$ cat src/rtl/machina_pkg.sv
// Shared helpers for the serialize/deserialize lane pair.
// Defines the beat tag layout once so both ends agree.
package machina_pkg;

  // Index tag width for a vector of n words
  function automatic int idx_w(input int n);
    return (n > 1) ? $clog2(n) : 1;
  endfunction

  // Beat width: index tag on top of the value
  function automatic int beat_w(input int n, input int w);
    return idx_w(n) + w;
  endfunction

  // Number of set bits in a received-flags mask (up to 32 words)
  function automatic int popcount(input logic [31:0] m);
    int c;
    c = 0;
    for (int i = 0; i < 32; i++) begin
      c += int'(m[i]);
    end
    return c;
  endfunction

endpackage

$ cat src/rtl/deserialize.sv
// Reassembles index-tagged scalar beats into one parallel vector.
// Collection buffer plus output register allow back-to-back vectors.
module deserialize
  import machina_pkg::*;
#(
  parameter  int RESW = 16,
  parameter  int RESN = 4,
  localparam int IDXW = idx_w(RESN),
  localparam int ARGW = beat_w(RESN, RESW)
) (
  input  logic                 clk,
  input  logic                 rst,
  input  logic                 arg_valid,
  input  logic [ARGW-1:0]      arg_data,
  output logic                 arg_ready,
  output logic                 res_valid,
  output logic [RESN*RESW-1:0] res_data,
  input  logic                 res_ready,
  output logic                 err
);

  localparam logic [IDXW:0] NMAX = (IDXW+1)'(RESN);

  logic [RESN-1:0]           mask_q, mask_d;
  logic [RESN-1:0][RESW-1:0] buf_q, buf_d;
  logic [RESN-1:0][RESW-1:0] out_q, out_d;
  logic                      res_valid_q, res_valid_d;
  logic                      err_q, err_d;

  logic [IDXW-1:0] idx;
  logic [RESW-1:0] val;
  logic            in_range;
  logic            dup;
  logic            acc;
  logic            complete;
  logic [RESN-1:0] mask_new;

  assign idx = arg_data[ARGW-1 -: IDXW];
  assign val = arg_data[RESW-1:0];

  // Room for a beat unless it could complete a vector that has nowhere to go
  always_comb begin
    arg_ready = !res_valid_q || res_ready
             || (popcount(32'(mask_q)) < RESN - 1);
  end

  // Beat classification and next-state for buffer, mask, output and error
  always_comb begin
    in_range    = ({1'b0, idx} < NMAX);
    acc         = arg_valid && arg_ready;
    dup         = 1'b0;
    mask_new    = mask_q;
    complete    = 1'b0;
    buf_d       = buf_q;
    out_d       = out_q;
    mask_d      = mask_q;
    err_d       = err_q;
    res_valid_d = res_valid_q;

    if (in_range) begin
      dup = mask_q[idx];
      mask_new[idx] = 1'b1;
    end

    if (acc && in_range) begin
      buf_d[idx] = val;
      mask_d     = mask_new;
      complete   = !dup && (&mask_new);
    end

    if (acc && (!in_range || dup)) begin
      err_d = 1'b1;
    end

    // A consume frees the register; a completion on the same edge refills it
    if (res_valid_q && res_ready) begin
      res_valid_d = 1'b0;
    end

    if (complete) begin
      out_d       = buf_d;
      mask_d      = '0;
      res_valid_d = 1'b1;
    end
  end

  // State registers
  always_ff @(posedge clk or posedge rst) begin
    if (rst) begin
      mask_q      <= '0;
      buf_q       <= '0;
      out_q       <= '0;
      res_valid_q <= 1'b0;
      err_q       <= 1'b0;
    end else begin
      mask_q      <= mask_d;
      buf_q       <= buf_d;
      out_q       <= out_d;
      res_valid_q <= res_valid_d;
      err_q       <= err_d;
    end
  end

  assign res_valid = res_valid_q;
  assign res_data  = out_q;
  assign err       = err_q;

endmodule

$ cat config.mk
export PLATFORM = sky130hd
export DESIGN_NAME = deserialize
export DESIGN_NICKNAME = d
export VERILOG_FILES = /design/src/rtl/machina_pkg.sv /design/src/rtl/deserialize.sv
export SDC_FILE = /design/constraint.sdc
export NUM_CORES = 1
export LEC_CHECK = 0
export BUFFER_PORTS_ARGS = -buffer_cell sky130_fd_sc_hd__buf_2
export CAP_MARGIN = 20
export CORE_MARGIN = 2
export CORE_UTILIZATION = 50
export DETAILED_ROUTE_END_ITERATION = 8
export GPL_ROUTABILITY_DRIVEN = 0
export HOLD_SLACK_MARGIN = 0.08
export PLACE_DENSITY = 0.71
export SYNTH_ARGS = -nofsm -noshare
export SYNTH_HDL_FRONTEND = slang
export SYNTH_SLANG_ARGS = --single-unit
$ cat constraint.sdc
create_clock -name clk -period 5.1 [get_ports clk]
set_input_delay 0.255 -clock clk [delete_from_list [all_inputs] [get_ports clk]]
set_output_delay 0.255 -clock clk [all_outputs]
set_load 0.01 [all_outputs]
After elaboration in Yosys (flattened, before gate mapping):

Cells that the tools add are included.

* add/sub/neg operators: 3
* $lt $le $gt $ge: 3
* multiplexer cells: 13
* bitwise operators: 1
* reductions and logical operators: 12

Operator list (count)
* $bwmux 64: 1
* $mux 64: 1
* $demux 16 s2: 1
* $mux 16: 1
* $mux 4: 2
* $logic_and 1x1->1: 5
* $mux 1: 5
* $add 3x1->4: 1
* $lt 4x2->1 const B: 1
* $or 4x4->4: 1
* $reduce_and 4->1: 1
* $reduce_bool 2->1: 2
* $add 2x1->3: 1
* $lt 2x3->1 const B: 1
* $add 1x1->2: 1
* $bmux 1 s2: 1
* $demux 1 s2: 1
* $ge 2x1->1 const B: 1
* $logic_not 1->1: 2
* $logic_or 1x1->1: 2

* flip-flop bits (word level): 134
* input port bits: 22
* output and inout bits: 67
* word-level logic and storage cells: 43

Logic depth before layout (Yosys ltp):

Gate-level depths: netlist (run 1).

* depth after elaboration: 9
* mapped depth: 12

Least setup slack after synthesis (run 1):

OpenSTA, ideal clock, no wires.

* path type: register to register
* start point: reg mask_q[0]
* end point: reg buf_q[39] (netlist name)
* library setup time: 125 ps
* arrival: 2794 ps
* required time: 4975 ps
* setup slack: 2182 ps
* stages on the path, launching flop included: 11
* path buffers: 1
* cells stage by stage: dfrtp_1 > inv_1 > fa_1 > inv_1 > ha_1 > ha_1 > a21o_1 > a21boi_1 > nand3b_1 > clkbuf_1 > mux2_2

RTL lines
* start, declared: RTL line deserialize.sv:24 `logic [RESN-1:0] mask_q, mask_d;`
* start signal, assigned: RTL line deserialize.sv:96 `mask_q <= mask_d;`
* end signal, assigned: RTL line deserialize.sv:97 `buf_q <= buf_d;`
* end, declared: RTL line deserialize.sv:25 `logic [RESN-1:0][RESW-1:0] buf_q, buf_d;`

Worst setup path in the final report (run 1):

* start point: reg mask_q[0]
* end point: reg out_q, in the netlist res_data[42]

* cells in the longest elaborated chain, start to end: 7

Ends and longest elaborated chain
* $add 1x1->2: RTL line machina_pkg.sv:20 `c += int'(m[i]);`
* $add 2x1->3: RTL line machina_pkg.sv:20
* $add 3x1->4: RTL line machina_pkg.sv:20
* $lt 4x2->1: RTL line deserialize.sv:44 `|| (popcount(32'(mask_q)) < RESN - 1);`
* $logic_or 1x1->1: RTL line deserialize.sv:44
* $logic_and 1x1->1: RTL line deserialize.sv:50 `acc = arg_valid && arg_ready;`
* $mux 64 / $mux 1 (equally long branches): RTL line deserialize.sv:65 `if (acc && in_range) begin`
* end signal, assigned: RTL line deserialize.sv:98 `out_q <= out_d;`
* end, declared: RTL line deserialize.sv:26 `logic [RESN-1:0][RESW-1:0] out_q, out_d;`

Several ways; a longest one is shown, not always the timed one. The select of a mux whose other input is x is not followed.
A chain may end at the register's enable or synchronous reset.

==> results of run 1 <==
## registers in the layout, summed over array words and instances (netlist names)
name       cells
mask_q         4
err            1
res_data      64
buf_q         64
res_valid      1
## placed cells by master (no fill, tap or decap), types with 4 or more instances in the layout
cell	count
mux2_2	187
clkbuf_16	17
a21oi_1	5
inv_1	6
clkinv_2	4
nand2_1	4
buf_2	88
dfrtp_1	134
mux2_4	5
bufinv_16	5
## area by class of cell
| type | instances | area, sq um | share of cell area (%) |
|---|---|---|---|
| flip-flops and latches | 134 | 3350 | 47.2 |
| multi-input cells | 223 | 2420 | 34.0 |
| repair buffers | 92 | 473 | 6.65 |
| clock buffers | 19 | 453 | 6.37 |
| clock inverters | 13 | 203 | 2.85 |
| well taps | 143 | 179 | 2.52 |
| inverters | 7 | 31.3 | 0.440 |
## critical path, stage by stage (launching register included)
cell	delay, ps
dfrtp_1	410
inv_1	120
fa_1	570
inv_1	50
ha_1	170
ha_1	270
a21o_1	200
a21boi_1	390
o31a_2	730
buf_4	440
mux2_2	380
## power groups by stage
| stage | registers (mW) | logic, mW | clock network (mW) |
|---|---|---|---|
| 2_1_floorplan | 1.78 | 0.692 | 0 |
| 3_3_place_gp | 1.69 | 1.16 | 0 |
| 3_5_place_dp | 1.71 | 1.21 | 0 |
| 4_1_cts | 1.70 | 1.22 | 1.37 |
| 5_1_grt | 1.75 | 1.30 | 1.42 |
| 6_report | 1.69 | 1.20 | 1.35 |
## logic make-up after synthesis
group,Yosys count
AND/OR/NAND/NOR,18
adder cells (fa/ha/maj),3
buffers and inverters,28
multiplexers,193
AO/OA/AOI/OAI,9
flip-flops,134
## final timing paths
kind	to	cells after the start
setup / recovery	res_data[42]	10
hold / removal	buf_q[24]	2
setup reg to reg	res_data[42]	10
hold reg to reg	err	1
max in group asynchronous	buf_q[61]	4
min in group asynchronous	res_data[62]	3
## through the flow
stage	instance area [sq um]	utilization (%)	instances	hold WS, ps	setup slack [ps]
CTS	7110	62.0	631	168	1190
global placement	6440	56.2	598	406	1450
finish	7110	62.0	631	171	1220
floorplan	5920	-	385	406	1260
global route	7110	62.0	631	199	1050
detailed placement	6440	56.2	598	411	1210
## cell usage after synthesis, types with 2 or more instances
cell / count
mux2_2: 187
dfrtp_1: 134
clkbuf_1: 9
buf_4: 8
inv_1: 7
a21oi_1: 5
mux2_4: 5
nand2_1: 4
nand3b_1: 3
a21o_1: 2
buf_2: 2
ha_1: 2
nand2b_1: 2
nand3_1: 2
or2_1: 2
## per-layer routing
layer	global-route usage [%]	up-vias	wire length (microns)
li1	-	1568	-
met4	8.37	0	202
met3	5.25	17	460
met2	31.1	71	5760
met5	0	-	0
met1	27.2	1807	5640
==> key figures, run 1 <==
Pwr
  – Reg power frac: 39.9%
  – Post-layout power: 4.24 mW
  – Clock power share: 31.8%
  – Pwr dens: 596 nW/um^2
  – Comb pwr share: 28.2%
  – Sw frac: 28.3%
  – Cell Int Power: 3.04 mW
  – Peak VDD IR: 0.000302 V
  – P_leak: 3.24 nW
  – Switching pwr: 1.20 mW

Run
  – Max-cap violation count: 0

Clocking
  – Worst-Skew Late Latency: 420 ps
  – Htree depth: 4
  – CTS tree: yes
  – Hold buffer count at cts: 1
  – Clk Tree Root Cell: clkbuf_16
  – Clock-pin transition on the worst setup and hold timing paths: 60 ps
  – Clock net sink count: 134
  – Num CTS Buffers: 17
  – Post-CTS Setup Repair Bufs: 0
  – Post-CTS sizing: 0
  – Clk buf depth: 2

Critical path
  – Setup crit end kind: flip-flop
  – Worst EP required: 5400 ps
  – Worst Path Arrival: 4180 ps
  – CP max FO: 31
  – Crit. Startpoint: mask_q[0]
  – Setup CP Type: flip-flop to flip-flop
  – R2r startpoint: mask_q[0]
  – CP Launch Type: flip-flop
  – Reg2Reg Setup Slack: 1220 ps

Route
  – 1st-pass router iterations: 4
  – Post-DRT Antenna Nets: 0
  – DR vias: 3463
  – Final wirelength: 12.1 mm
  – DR vias/cell: 5.49
  – Iter 0 DRT Violations: 129
  – # DRC: 0
  – WL/cell: 19.1 microns

Yosys
  – Largest family of logic cells by synthesized area: multiplexers
  – Cell area after synthesis: 5920 sq um
  – Post-synthesis net count: 410
  – Synth Area in Compound Gates: 0.950%
  – Post-synthesis sequential area ratio: 56.6%
  – Post-synth cell types: 26
  – Top area cells in the synthesized netlist: dfrtp_1, mux2_2, mux2_4, buf_4, clkbuf_1
  – Post-synth ARST share: 100%
  – Top FF cell, synth: dfrtp_1
  – Post-synth EDFFs: 0
  – Synth Register Bits: 134
  – Yosys Warn Count: 0
  – XOR/XNOR share of the synthesized area: 0%
  – Synth top area share: 56.6%
  – Adder-cell area share of the yosys netlist: 0.760%
  – Yosys top cell by area: dfrtp_1
  – Mapped Cells: 385
  – Simple logic cell fraction of the synthesized area: 1.86%
  – Syn avg cell area: 15.4 sq um
  – Post-synthesis mux area share: 37.2%

Floorplanning
  – Die Height: 113 microns
  – Die Area: 12700 sq um
  – Starting Density: 51.7%
  – FP Rows: 39
  – Chip width: 113 microns
  – Core area: 11500 sq um
  – I/O pin cnt: 89

STA
  – Slew Limit Fails: 0
  – Slew @ Worst Pin: 983 ps
  – Final setup violation count: 0
  – Tmin final: 3880 ps
  – Fmax achieved: 0.258 GHz
  – Final Cycle Share: 76.1%
  – Setup Skew: 10.7 ps
  – Final Hold Vio Count: 0
  – Setup TNS: 0 ps
  – Max_slew headroom: 34.3%
  – RSZ-0062 raised after global routing: false

Global route
  – First-pass GRT wire length: 19.6 mm
  – Largest net degree at the start of global routing: 75
  – GRT Overall Usage: 20.1%
  – Vias in the first global route: 3731
  – Total gr overflow: 0
  – Initial antenna violation count: 0

Min path
  – Min-delay src: arg_data[8]
  – Worst min path class: input pin to flip-flop

Finish
  – Nets: 500
  – N_diodes: 0
  – Area Growth Syn to Fin: 20.0%
  – Layout cells sized above 1: 65.4%
  – Filler cells: 864

Placed design
  – Port buffer count: 88
  – Post-detail-place hpwl: 7.73 mm

Outcome
  – Status: finished, final reports clean
(Power assumes the default switching activity.)
==> run 2, diff against run 1 <==
Clock period 5.1 ns to 3.9 ns, I/O delays scaled along.
==> run 2 against run 1 <==
Against the previous run:
- setup slack got worse by 620 ps
- critical endpoint is now buf_q[0]
- critical path type unchanged
- sequential power rose by 31%
- die area did not move
- clock-buffer cell count rose by 2
- non-clock buffer count rose by 2
- combinational power rose by 29%
- register-to-register slack got worse by 620 ps
- clock skew fell by 1.1 ps
- fmax rose by 18%
==> key figures, run 2 (same netlist as run 1, synthesis figures left out) <==
Route
  – WL/cell: 18.8 microns
  – DR vias/cell: 5.39
  – # DRC: 0
  – Iter 0 DRT Violations: 168
  – 1st-pass router iterations: 4
  – Post-DRT Antenna Nets: 0
  – DR vias: 3409
  – Final wirelength: 11.9 mm

Finish
  – Final Instance Area: 7050 sq um
  – Layout cells sized above 1: 64.6%
  – Filler cells: 890
  – Multi-input logic area: 2420 sq um
  – N_diodes: 0
  – Area Growth Syn to Fin: 19.0%
  – Commonest non-fill, non-tap cells in the layout: mux2_2, dfrtp_1, buf_2
  – Most common cell after layout, fill and taps aside: mux2_2
  – FF/Latch Area: 3350 sq um
  – Nets: 502

Placed design
  – Port buffer count: 88
  – Placed cell area: 6470 sq um
  – Placement Setup Slack: 629 ps
  – Post-detail-place hpwl: 7.25 mm

Floorplanning
  – Die Area: 12700 sq um
  – Core area: 11500 sq um
  – I/O pin cnt: 89
  – Die Height: 113 microns
  – Chip width: 113 microns
  – Starting Density: 51.7%
  – FP Rows: 39

Critical path
  – Worst EP required: 4180 ps
  – Setup CP Type: flip-flop to flip-flop
  – CP Launch Type: flip-flop
  – Crit. Startpoint: mask_q[1]
  – Worst Path Arrival: 3580 ps
  – CP max FO: 17
  – Setup crit end kind: flip-flop
  – R2r startpoint: mask_q[1]

STA
  – Fmax achieved: 0.303 GHz
  – Final Cycle Share: 84.5%
  – PnR worst setup slack: 604 ps
  – Slew Limit Fails: 0
  – Setup TNS: 0 ps
  – Tmin final: 3300 ps
  – RSZ-0062 raised after global routing: false
  – Final Hold Vio Count: 0
  – Setup Skew: 9.56 ps
  – Slew @ Worst Pin: 1030 ps
  – Final setup violation count: 0
  – Min Hold Slack: 130 ps
  – Max_slew headroom: 31.4%

Global route
  – First-pass GRT wire length: 19.9 mm
  – Initial antenna violation count: 0
  – Vias in the first global route: 3715
  – Total gr overflow: 0
  – Largest net degree at the start of global routing: 111
  – GRT Overall Usage: 20.4%

Clocking
  – Clk Tree Root Cell: clkbuf_16
  – CTS tree: yes
  – Worst-Skew Late Latency: 410 ps
  – Clock net sink count: 134
  – Post-CTS Setup Repair Bufs: 0
  – Clock-pin transition on the worst setup and hold timing paths: 60 ps
  – Num CTS Buffers: 17
  – Clk buf depth: 2
  – Htree depth: 4

Min path
  – Worst min path class: input pin to flip-flop
  – Min-delay src: arg_data[15]

Pwr
  – Peak VDD IR: 0.000347 V
  – P_leak: 3.21 nW
  – Pwr dens: 755 nW/um^2
  – Post-layout power: 5.33 mW

Outcome
  – Status: finished, final reports clean

Run
  – Max-cap violation count: 0
run 2: cell count changes in the layout (fill, tap and decap cells not counted):
cell / before / now
clkbuf_1: 0 / 4
bufinv_16: 5 / 3
clkbuf_8: 2 / 0
buf_12: 0 / 1
buf_4: 3 / 4
clkinv_2: 4 / 5
clkinv_4: 2 / 1
clkinvlp_4: 2 / 1
run 2: where the power goes:
group | internal [mW] | switching, mW | leakage (nW)
Combinational | 0.884 | 0.667 | 1.33
Clock | 0.996 | 0.567 | 0.280
Sequential | 1.93 | 0.285 | 1.60
run 2: worst max-delay path, stage by stage, from the launching register on:
cell,delay [ps]
dfrtp_1,410
inv_1,130
fa_1,510
inv_1,40
ha_1,170
ha_1,270
a21o_1,190
a21boi_1,380
nand2_1,590
mux2_2,470
run 2: repair_timing:
item	CTS	global route
resized for setup	0	0
hold endpoints to repair	109	0
hold buffers	1	0
run 2: through the flow:
stage / cells / util [%]
floorplan: 385 / -
CTS: 632 / 61.5
detailed placement: 600 / 56.4
finish: 632 / 61.5
global placement: 600 / 56.4
global route: 632 / 61.5
run 2: cell type report:
cell class | count | area share, %
well taps | 143 | 2.54
clock buffers | 21 | 6.25
repair buffers | 94 | 7.10
clock inverters | 10 | 1.86
inverters | 7 | 0.444
flip-flops and latches | 134 | 47.6
multi-input cells | 223 | 34.3
run 2: path summary, 6_finish.rpt:
kind / cells after the start / end / slack (ps)
worst min register to register: 1 / err / 450
worst max register to register: 9 / buf_q[0] / 600
worst max-delay path: 9 / buf_q[0] / 600
max in group asynchronous: 4 / buf_q[28] / 2410
worst min-delay path: 2 / buf_q[31] / 130
min in group asynchronous: 3 / res_data[62] / 550
run 2: layer usage:
| layer | vias to the layer above | part of all wire, % | global-route usage (%) |
|---|---|---|---|
| met4 | 0 | 1.6 | 7.89 |
| met3 | 19 | 3.9 | 4.77 |
| met2 | 82 | 48 | 31.8 |
| li1 | 1563 | - | - |
| met1 | 1745 | 47 | 27.9 |
| met5 | - | 0 | 0 |
